`src/rtl/countdown_pkg.sv`:
```
//----------------------------------------------------------------------------
// countdown_pkg
// Shared types and the 7-segment glyph table for multi_digit_countdown.
// Revision: 1.0
//----------------------------------------------------------------------------
`default_nettype none

package countdown_pkg;

    typedef enum logic [1:0] {
        ST_IDLE  = 2'd0,
        ST_RUN   = 2'd1,
        ST_PAUSE = 2'd2
    } state_e;

    typedef logic [3:0] bcd_t;

    // Entry d is the glyph for digit d, bit order {dp,g,f,e,d,c,b,a}.
    localparam logic [9:0][7:0] SEG_GLYPHS = {
        8'h6F, 8'h7F, 8'h07, 8'h7D, 8'h6D,
        8'h66, 8'h4F, 8'h5B, 8'h06, 8'h3F
    };

endpackage

`default_nettype wire

```
`src/rtl/multi_digit_countdown_tick_gen.sv`:
```
//----------------------------------------------------------------------------
// tick_gen
// Free-running divider: one-cycle tick every DIV enabled cycles; clr restarts.
// Revision: 1.0
//----------------------------------------------------------------------------
`default_nettype none

module tick_gen #(
    parameter int DIV = 2
) (
    input  logic clk,
    input  logic rst_n,
    input  logic en,
    input  logic clr,
    output logic tick
);

    localparam int CW = (DIV > 1) ? $clog2(DIV) : 1;
    localparam logic [CW-1:0] c_last_cnt = CW'(DIV - 1);

    logic [CW-1:0] cnt_q;
    logic [CW-1:0] cnt_d;

    // Tick is combinational so the consumer acts on the very edge the count wraps.
    always_comb begin
        cnt_d = cnt_q;
        tick  = 1'b0;
        if (clr) begin
            cnt_d = '0;
        end else if (en) begin
            if (cnt_q == c_last_cnt) begin
                cnt_d = '0;
                tick  = 1'b1;
            end else begin
                cnt_d = cnt_q + 1'b1;
            end
        end
    end

    always_ff @(posedge clk) begin
        if (!rst_n) begin
            cnt_q <= '0;
        end else begin
            cnt_q <= cnt_d;
        end
    end

endmodule

`default_nettype wire

```
`src/rtl/multi_digit_countdown.sv`:
```
//----------------------------------------------------------------------------
// multi_digit_countdown
// BCD countdown timer with pause/abort and a multiplexed 7-segment display.
// Option: define COUNTDOWN_AUTO_RELOAD_EN to reload and keep running on expiry.
// Revision: 1.0
//----------------------------------------------------------------------------
`default_nettype none

module multi_digit_countdown
    import countdown_pkg::*;
#(
    parameter int CLK_HZ  = 100_000_000,
    parameter int TICK_HZ = 1,
    parameter int DIGITS  = 2,
    parameter int SCAN_HZ = 1000
) (
    input  logic                  Clk100M,
    input  logic                  Rst_n,
    input  logic                  start,
    input  logic                  pause,
    input  logic                  abort,
    input  logic [4*DIGITS-1:0]   load_val,
    output logic                  busy,
    output logic                  paused,
    output logic                  done,
    output logic [4*DIGITS-1:0]   count_bcd,
    output logic [7:0]            seg,
    output logic [DIGITS-1:0]     an
);

    localparam int TICK_DIV = CLK_HZ / TICK_HZ;
    localparam int SCAN_DIV = CLK_HZ / SCAN_HZ;
    localparam int IDX_W    = (DIGITS > 1) ? $clog2(DIGITS) : 1;

    state_e                state_q, state_d;
    logic [4*DIGITS-1:0]   count_q, count_d;
    logic                  done_q, done_d;
    logic [IDX_W-1:0]      scan_idx_q, scan_idx_d;
`ifdef COUNTDOWN_AUTO_RELOAD_EN
    logic [4*DIGITS-1:0]   reload_q, reload_d;
`endif

    logic                  w_tick;
    logic                  w_scan_tick;
    logic                  w_start_acc;
    logic [4*DIGITS-1:0]   w_load_clamped;
    logic [4*DIGITS-1:0]   w_count_dec;
    logic                  w_borrow;
    bcd_t                  w_dig;
    bcd_t                  w_sel_digit;

    assign w_start_acc = start && !abort && (state_q == ST_IDLE);

    tick_gen #(.DIV(TICK_DIV)) u_tick (
        .clk   (Clk100M),
        .rst_n (Rst_n),
        .en    (state_q == ST_RUN),
        .clr   (w_start_acc),
        .tick  (w_tick)
    );

    tick_gen #(.DIV(SCAN_DIV)) u_scan (
        .clk   (Clk100M),
        .rst_n (Rst_n),
        .en    (1'b1),
        .clr   (1'b0),
        .tick  (w_scan_tick)
    );

    for (genvar gi = 0; gi < DIGITS; gi++) begin : g_clamp
        assign w_load_clamped[4*gi +: 4] =
            (load_val[4*gi +: 4] > 4'd9) ? 4'd9 : load_val[4*gi +: 4];
    end

    // Ripple BCD decrement: a zero digit becomes 9 and passes the borrow upward.
    always_comb begin
        w_count_dec = count_q;
        w_borrow    = 1'b1;
        w_dig       = '0;
        for (int i = 0; i < DIGITS; i++) begin
            w_dig = count_q[4*i +: 4];
            if (w_borrow) begin
                if (w_dig == 4'd0) begin
                    w_count_dec[4*i +: 4] = 4'd9;
                end else begin
                    w_count_dec[4*i +: 4] = w_dig - 4'd1;
                    w_borrow              = 1'b0;
                end
            end
        end
    end

    always_comb begin
        state_d  = state_q;
        count_d  = count_q;
        done_d   = 1'b0;
`ifdef COUNTDOWN_AUTO_RELOAD_EN
        reload_d = reload_q;
`endif
        if (abort) begin
            state_d = ST_IDLE;
        end else if (w_start_acc) begin
            count_d = w_load_clamped;
`ifdef COUNTDOWN_AUTO_RELOAD_EN
            reload_d = w_load_clamped;
`endif
            if (w_load_clamped == '0) begin
                done_d = 1'b1;
            end else begin
                state_d = ST_RUN;
            end
        end else if (pause && (state_q != ST_IDLE)) begin
            state_d = (state_q == ST_RUN) ? ST_PAUSE : ST_RUN;
        end else if (w_tick && (state_q == ST_RUN)) begin
            if (w_count_dec == '0) begin
                done_d = 1'b1;
`ifdef COUNTDOWN_AUTO_RELOAD_EN
                count_d = reload_q;
`else
                count_d = '0;
                state_d = ST_IDLE;
`endif
            end else begin
                count_d = w_count_dec;
            end
        end
    end

    always_comb begin
        scan_idx_d = scan_idx_q;
        if (w_scan_tick) begin
            scan_idx_d = (scan_idx_q == IDX_W'(DIGITS - 1)) ? '0 : scan_idx_q + 1'b1;
        end
    end

    always_ff @(posedge Clk100M) begin
        if (!Rst_n) begin
            state_q    <= ST_IDLE;
            count_q    <= '0;
            done_q     <= 1'b0;
            scan_idx_q <= '0;
`ifdef COUNTDOWN_AUTO_RELOAD_EN
            reload_q   <= '0;
`endif
        end else begin
            state_q    <= state_d;
            count_q    <= count_d;
            done_q     <= done_d;
            scan_idx_q <= scan_idx_d;
`ifdef COUNTDOWN_AUTO_RELOAD_EN
            reload_q   <= reload_d;
`endif
        end
    end

    assign w_sel_digit = count_q[{scan_idx_q, 2'b00} +: 4];

    assign busy      = (state_q != ST_IDLE);
    assign paused    = (state_q == ST_PAUSE);
    assign done      = done_q;
    assign count_bcd = count_q;
    assign an        = DIGITS'(1) << scan_idx_q;
    assign seg       = (w_sel_digit > 4'd9) ? 8'h00 : SEG_GLYPHS[w_sel_digit];

endmodule

`default_nettype wire

```
`config.mk`:
```
export PLATFORM = sky130hd
export DESIGN_NAME = multi_digit_countdown
export DESIGN_NICKNAME = d
export VERILOG_FILES = /design/src/rtl/countdown_pkg.sv /design/src/rtl/multi_digit_countdown_tick_gen.sv /design/src/rtl/multi_digit_countdown.sv
export SDC_FILE = /design/constraint.sdc
export NUM_CORES = 1
export LEC_CHECK = 0
export BUFFER_PORTS_ARGS = -buffer_cell sky130_fd_sc_hd__buf_2
export CAP_MARGIN = 20
export CORE_ASPECT_RATIO = 1.1
export CORE_MARGIN = 2
export CORE_UTILIZATION = 50
export CTS_BUF_LIST = sky130_fd_sc_hd__clkbuf_4
export DETAILED_ROUTE_END_ITERATION = 10
export HOLD_SLACK_MARGIN = 0.02
export PLACE_DENSITY = 0.82
export SETUP_SLACK_MARGIN = 0.1
export SLEW_MARGIN = 40
export SYNTH_ARGS = -nofsm -noshare
export SYNTH_HDL_FRONTEND = slang
export SYNTH_SLANG_ARGS = --single-unit
export TNS_END_PERCENT = 1
```
`constraint.sdc`:
```
create_clock -name Clk100M -period 2.45 [get_ports Clk100M]
set_input_delay 0.1225 -clock Clk100M [delete_from_list [all_inputs] [get_ports Clk100M]]
set_output_delay 0.1225 -clock Clk100M [all_outputs]
set_load 0.02 [all_outputs]
```
# [Yosys cells after proc, flatten, opt, wreduce, memory -nomap -nowiden]
# Memories as Yosys holds them, arrays and structs flattened.
# Index checks and enable logic that the tools add are counted.
[totals] input_bits=13 rom_bits=128 wordCells=74 reg_bits=56 memories=1 out_inout_bits=21
[memory_table] memory="(name not given)" words=16 word_bits=8 rd=1 rd_ports_with_merged_regs=0 wr=0 line_no="multi_digit_countdown.sv:163" source="assign seg = (w_sel_digit > 4'd9) ? 8'h00 : SEG_GLYPHS[w_sel_digit];"
[op_classes] bitwise=2 order_cmp=4 shifts=2 reduce_logical=19 add_sub_neg=5 eq_ne=6 mux=29
[ops] op="$mux 8" n=6
[ops] op="$add 27x1->27 const B" n=1
[ops] op="$eq 27x27->1 const B" n=1
[ops] op="$mux 27" n=1
[ops] op="$mux 4" n=5
[ops] op="$add 17x1->17 const B" n=1
[ops] op="$eq 17x17->1 const B" n=1
[ops] op="$logic_not 8->1" n=2
[ops] op="$gt 4x4->1 const B" n=3
[ops] op="$mux 2" n=6
[ops] op="$mux 1" n=11
[ops] op="$logic_not 4->1" n=2
[ops] op="$shiftx 8x4->4" n=1
[ops] op="$sub 4x1->4 const B" n=2
[ops] op="$reduce_and 3->1" n=2
[ops] op="$reduce_bool 3->1" n=2
[ops] op="$reduce_or 2->1" n=3
[ops] op="$lt 4x5->1 const B" n=1
[ops] op="$logic_and 1x1->1" n=4
[ops] op="$reduce_bool 2->1" n=2
[ops] op="$eq 2x1->1 const B" n=1
[ops] op="$eq 2x2->1 const B" n=1
[ops] op="$logic_not 2->1" n=1
[ops] op="$ne 2x1->1 const B" n=1
[ops] op="other kinds (5)" n=6

# [Logic depth before layout (Yosys ltp)]
[depth] ltp_word=8 depth_mapped=9 depth_no_buf=8

# [Hierarchy]
# From an unflattened synthesis, not the netlist that was laid out.
[unflattened] hier_cells=394 area_unflattened_um2=3233.1
[by_module_without_submodules] mod="tick_gen at u_tick" instances=1 area_per_inst_um2=1357.6 seq_area_each_um2=540.5 cells_per_inst=154
[by_module_without_submodules] mod="multi_digit_countdown" instances=1 area_per_inst_um2=1047.3 seq_area_each_um2=240.2 cells_per_inst=145
[by_module_without_submodules] mod="tick_gen at u_scan" instances=1 area_per_inst_um2=828.3 seq_area_each_um2=340.3 cells_per_inst=95

# [Worst setup path before layout]
# OpenSTA, ideal clock, no wires.
[synth_timing] path_kind="reg2out" start="register scan_idx_q" end="output seg[4]" path_stages_with_launch=7 path_buffers=1 setup_slack_ns=0.188 arrival_time_ns=2.140 cell_sequence="dfxtp_1 -> clkbuf_1 -> mux2_2 -> inv_1 -> ha_1 -> nor2_1 -> o41ai_1"
[synth_between] elab_chain_len=4 word_cells_on_any_way=5 classes_between="1 x order compare; 1 x shift; 2 x mux; 1 x memory"
[synth_rtl] item="start: declaration" line_no="multi_digit_countdown.sv:38" source="logic [IDX_W-1:0] scan_idx_q, scan_idx_d;"
[synth_rtl] item="start signal: assignment" line_no="multi_digit_countdown.sv:149" source="scan_idx_q <= scan_idx_d;"
[synth_rtl] item="$shiftx 8x4->4 (*)" line_no="multi_digit_countdown.sv:156" source="assign w_sel_digit = count_q[{scan_idx_q, 2'b00} +: 4];"
[synth_rtl] item="$mem_v2 16x8"
[synth_rtl] item="$mux 8 (not written as such)" line_no="multi_digit_countdown.sv:163"
[synth_rtl] item="$mux 8 (*)" line_no="multi_digit_countdown.sv:163"
[synth_rtl] item="end: declaration" line_no="multi_digit_countdown.sv:27" source="output logic [7:0] seg,"
# Mark *: on every way between the ends. The rest lies on a longest branch, timed or not. The select of a mux whose other input is x is not followed.

# [Worst setup path after layout]
# Same ends and word-level chain as after synthesis.

==> impl_metrics.csv <==
group,metric,value,unit
grt,antenna_found_initial,0,
grt,grt_use_total,20.5,%
drt,first_pass_iters,4,
synth,syn_area,3030,µm²
final_layout,drive_gt1_share,16.5,%
drt,antenna_left,0,
critical_path,endpoint_kind,"output pin",
final_layout,num-fill-cells,512,
floorplan,die_w,78.3,µm
power,ir_drop,0.000385,V
power,seqPwrFrac,60.7,%
power,switching_share,27.4,%
cts,htree_num_levels,2,
sta,fin_skew,0.0118,ns
power,cellPowerDensity,458,nW/µm²
cts,cts_root_buf,"clkbuf_4",
synth,ys_ff_latch,56,
grt,grt_util_met1,26.8,%
floorplan,core_area,5810,µm²
final_layout,layout_common_cells,"66 x nor2_1, 53 x dfxtp_1, 30 x buf_2",
cts,clockBufferDepth,2,
sta,tightest_slew,0.644,ns
place,dp_slack,0.323,ns
sta,timing.fmax,0.443,GHz
sta,hold_viol,0,
synth,yosys_warnings,0,
cts,cts_sinks,56,
final_layout,n_antenna_cell,0,
drt,drc,0,
power,p_comb_share,13.9,%
sta,post-route-period-util,92.1,%
synth,yosysSeqAreaShare,37.0,%
flow_run,maxCapViolations,0,
cts,cts.clk_slew.worst_paths,0.14,ns
power,switchingPower,423,µW
synth,avgSynthCellArea,8.07,µm²
drt,drt-initial-drc-count,125,
synth,synth_edf_count,0,
final_layout,final_nets,424,
sta,rsz0062_at_grt,"no",
grt,overflow,0,
synth,synthCells,376,
critical_path,cp-start-kind,"register",
floorplan,start_util,52.2,%
worst_hold_path,min_path_type,"in -> reg",
floorplan,die_y,85.7,µm
sta,finalSetupTns,0,ns
synth,synth_fp_nets,395,
grt,grt_max_degree,28,
power,leakagePower,1.24,nW
floorplan,io_pins,34,
run_status,status,"complete, no violations",
cts,cts_tree,"done",
grt,grt.busiest_layer,"met2",
floorplan,dieArea,6710,µm²
sta,setup_viol,0,
grt,grt_pass1_vias,2493,
final_layout,final_common_cell,"nor2_1",
drt,wl,6.81,mm
critical_path,cp.required,2.33,ns
critical_path,crit_arrival,2.13,ns
power,p_int,1.12,mW
sta,worst_slack,0.193,ns
drt,post_drt_wl_per_cell,14.1,µm
critical_path,path_class,"reg -> out",
cts,insertion_delay,0.38,ns
drt,vias,2706,
synth,synth_ff_type,"dfxtp_1",
grt,gr-usage-met2,34.6,%
sta,slew_headroom,56.7,%
place,place_congestion,0.919,
place,hpwl,4.93,mm
synth,synthArstFlopShare,0,%
drt,via_per_inst,5.60,
place,numPortBuffers,32,
cts,numCtsBuffers,5,
final_layout,area_delta_synth_final,11.4,%
synth,synth.distinct_cells,49,
cts,hold_buffers,0,
grt,met3_usage,3.58,%
floorplan,fp-row-count,29,
sta,drv_slew,0,
grt,grt_first_pass_wirelength,11.3,mm
sta,fin_crit,2.26,ns
power,clockPowerShare,25.4,%
critical_path,worstPathMaxFanout,6,
[sequential cells by signal, indices dropped and copies added, names as in the netlist]
| register | flops |
|---|---|
| count_bcd | 8 |
| done | 1 |
| scan_idx_q | 1 |
| u_scan.cnt_q | 17 |
| u_tick.cnt_q | 27 |
| state_q | 2 |
[layout make-up]
class                           instances  area, µm²  share of cell area [%]
Clock buffer                            6       45.0                    1.33
Tap cell                               77       96.3                    2.85
Multi-Input combinational cell        289       1820                    53.9
Timing Repair Buffer                   41        233                    6.89
Sequential cell                        56       1130                    33.4
Inverter                               12       45.0                    1.33
Clock inverter                          2       11.3                   0.333
[worst paths after layout]
path | start | to | slack (ns) | depth (start not counted)
worst min-delay path | pause | state_q[1]$_SDFFE_PP0P_ | 0.04 | 3
worst max register to register | u_tick.cnt_q[19]$_SDFFE_PP0N_ | count_bcd[2]$_SDFFE_PN0P_ | 0.33 | 5
worst max-delay path | scan_idx_q$_SDFFE_PN0P_ | seg[4] | 0.19 | 6
worst min register to register | u_scan.cnt_q[0]$_SDFF_PP0_ | u_scan.cnt_q[0]$_SDFF_PP0_ | 0.48 | 1
[power by group through the flow]
| stage | clock network (mW) | registers (mW) | logic (mW) |
|---|---|---|---|
| finish | 0.393 | 0.938 | 0.215 |
| detailed placement | 0 | 0.957 | 0.196 |
| CTS | 0.407 | 0.937 | 0.198 |
| global placement | 0 | 0.957 | 0.194 |
| floorplan | 0 | 0.959 | 0.130 |
| global route | 0.440 | 0.941 | 0.233 |
[metal layers]
metal / wire length, µm / up-vias
met5: 0 / -
met4: 84 / 0
met3: 367 / 8
met2: 3300 / 79
met1: 3060 / 1262
li1: - / 1357
[synth_stat cells, drive strengths merged, types with 10 or more instances]
cell type	instances	share of area, %
nor3	13	2.1
nand2	28	3.5
dfxtp	56	37
a21oi	12	2.0
xnor2	24	6.9
o21ai	10	1.7
inv	12	1.5
nor2	68	8.4
nand3	20	3.3
xor2	18	5.2
clkbuf	14	1.8
nand4	11	2.5
nor4	10	2.1
[kinds of logic (layout without fill, tap and decap cells)]
kind of cell,Yosys count,in the layout,synth area share [%]
buffers and inverters,31,61,4.46
flip-flops,56,56,37.0
AND/OR/NAND/NOR,189,189,32.1
XOR/XNOR,42,42,12.1
other,1,1,0.124
multiplexers,9,9,3.09
AO/OA/AOI/OAI,42,42,8.62
adder cells (fa/ha/maj),6,6,2.48
[timing repair]
action	in CTS	in global routing
pin swaps	0	1
hold endpoints to repair	0	0
cloned	0	0
buffers inserted	0	3
setup endpoints to repair	6	6
resized for setup	2	15
[metrics by stage]
step	cells	util (%)	power, mW	hold slack, ns	instance area (µm²)
6_report	483	58.2	1.55	0.0422	3380
3_5_place_dp	472	55.9	1.15	0.433	3240
3_3_place_gp	472	55.9	1.15	0.422	3240
4_1_cts	480	56.9	1.54	0.0395	3310
2_1_floorplan	376	-	1.09	0.274	3030
5_1_grt	483	58.2	1.61	0.0458	3380
[worst max-delay path: stages (launching register included)]
cell and delay (ns):
dfxtp_4 0.43, mux2_4 0.34, inv_2 0.09, ha_2 0.21, nor2_2 0.07, o41ai_1 0.39, buf_2 0.24
Note: power is estimated with default switching activity, not from simulation.
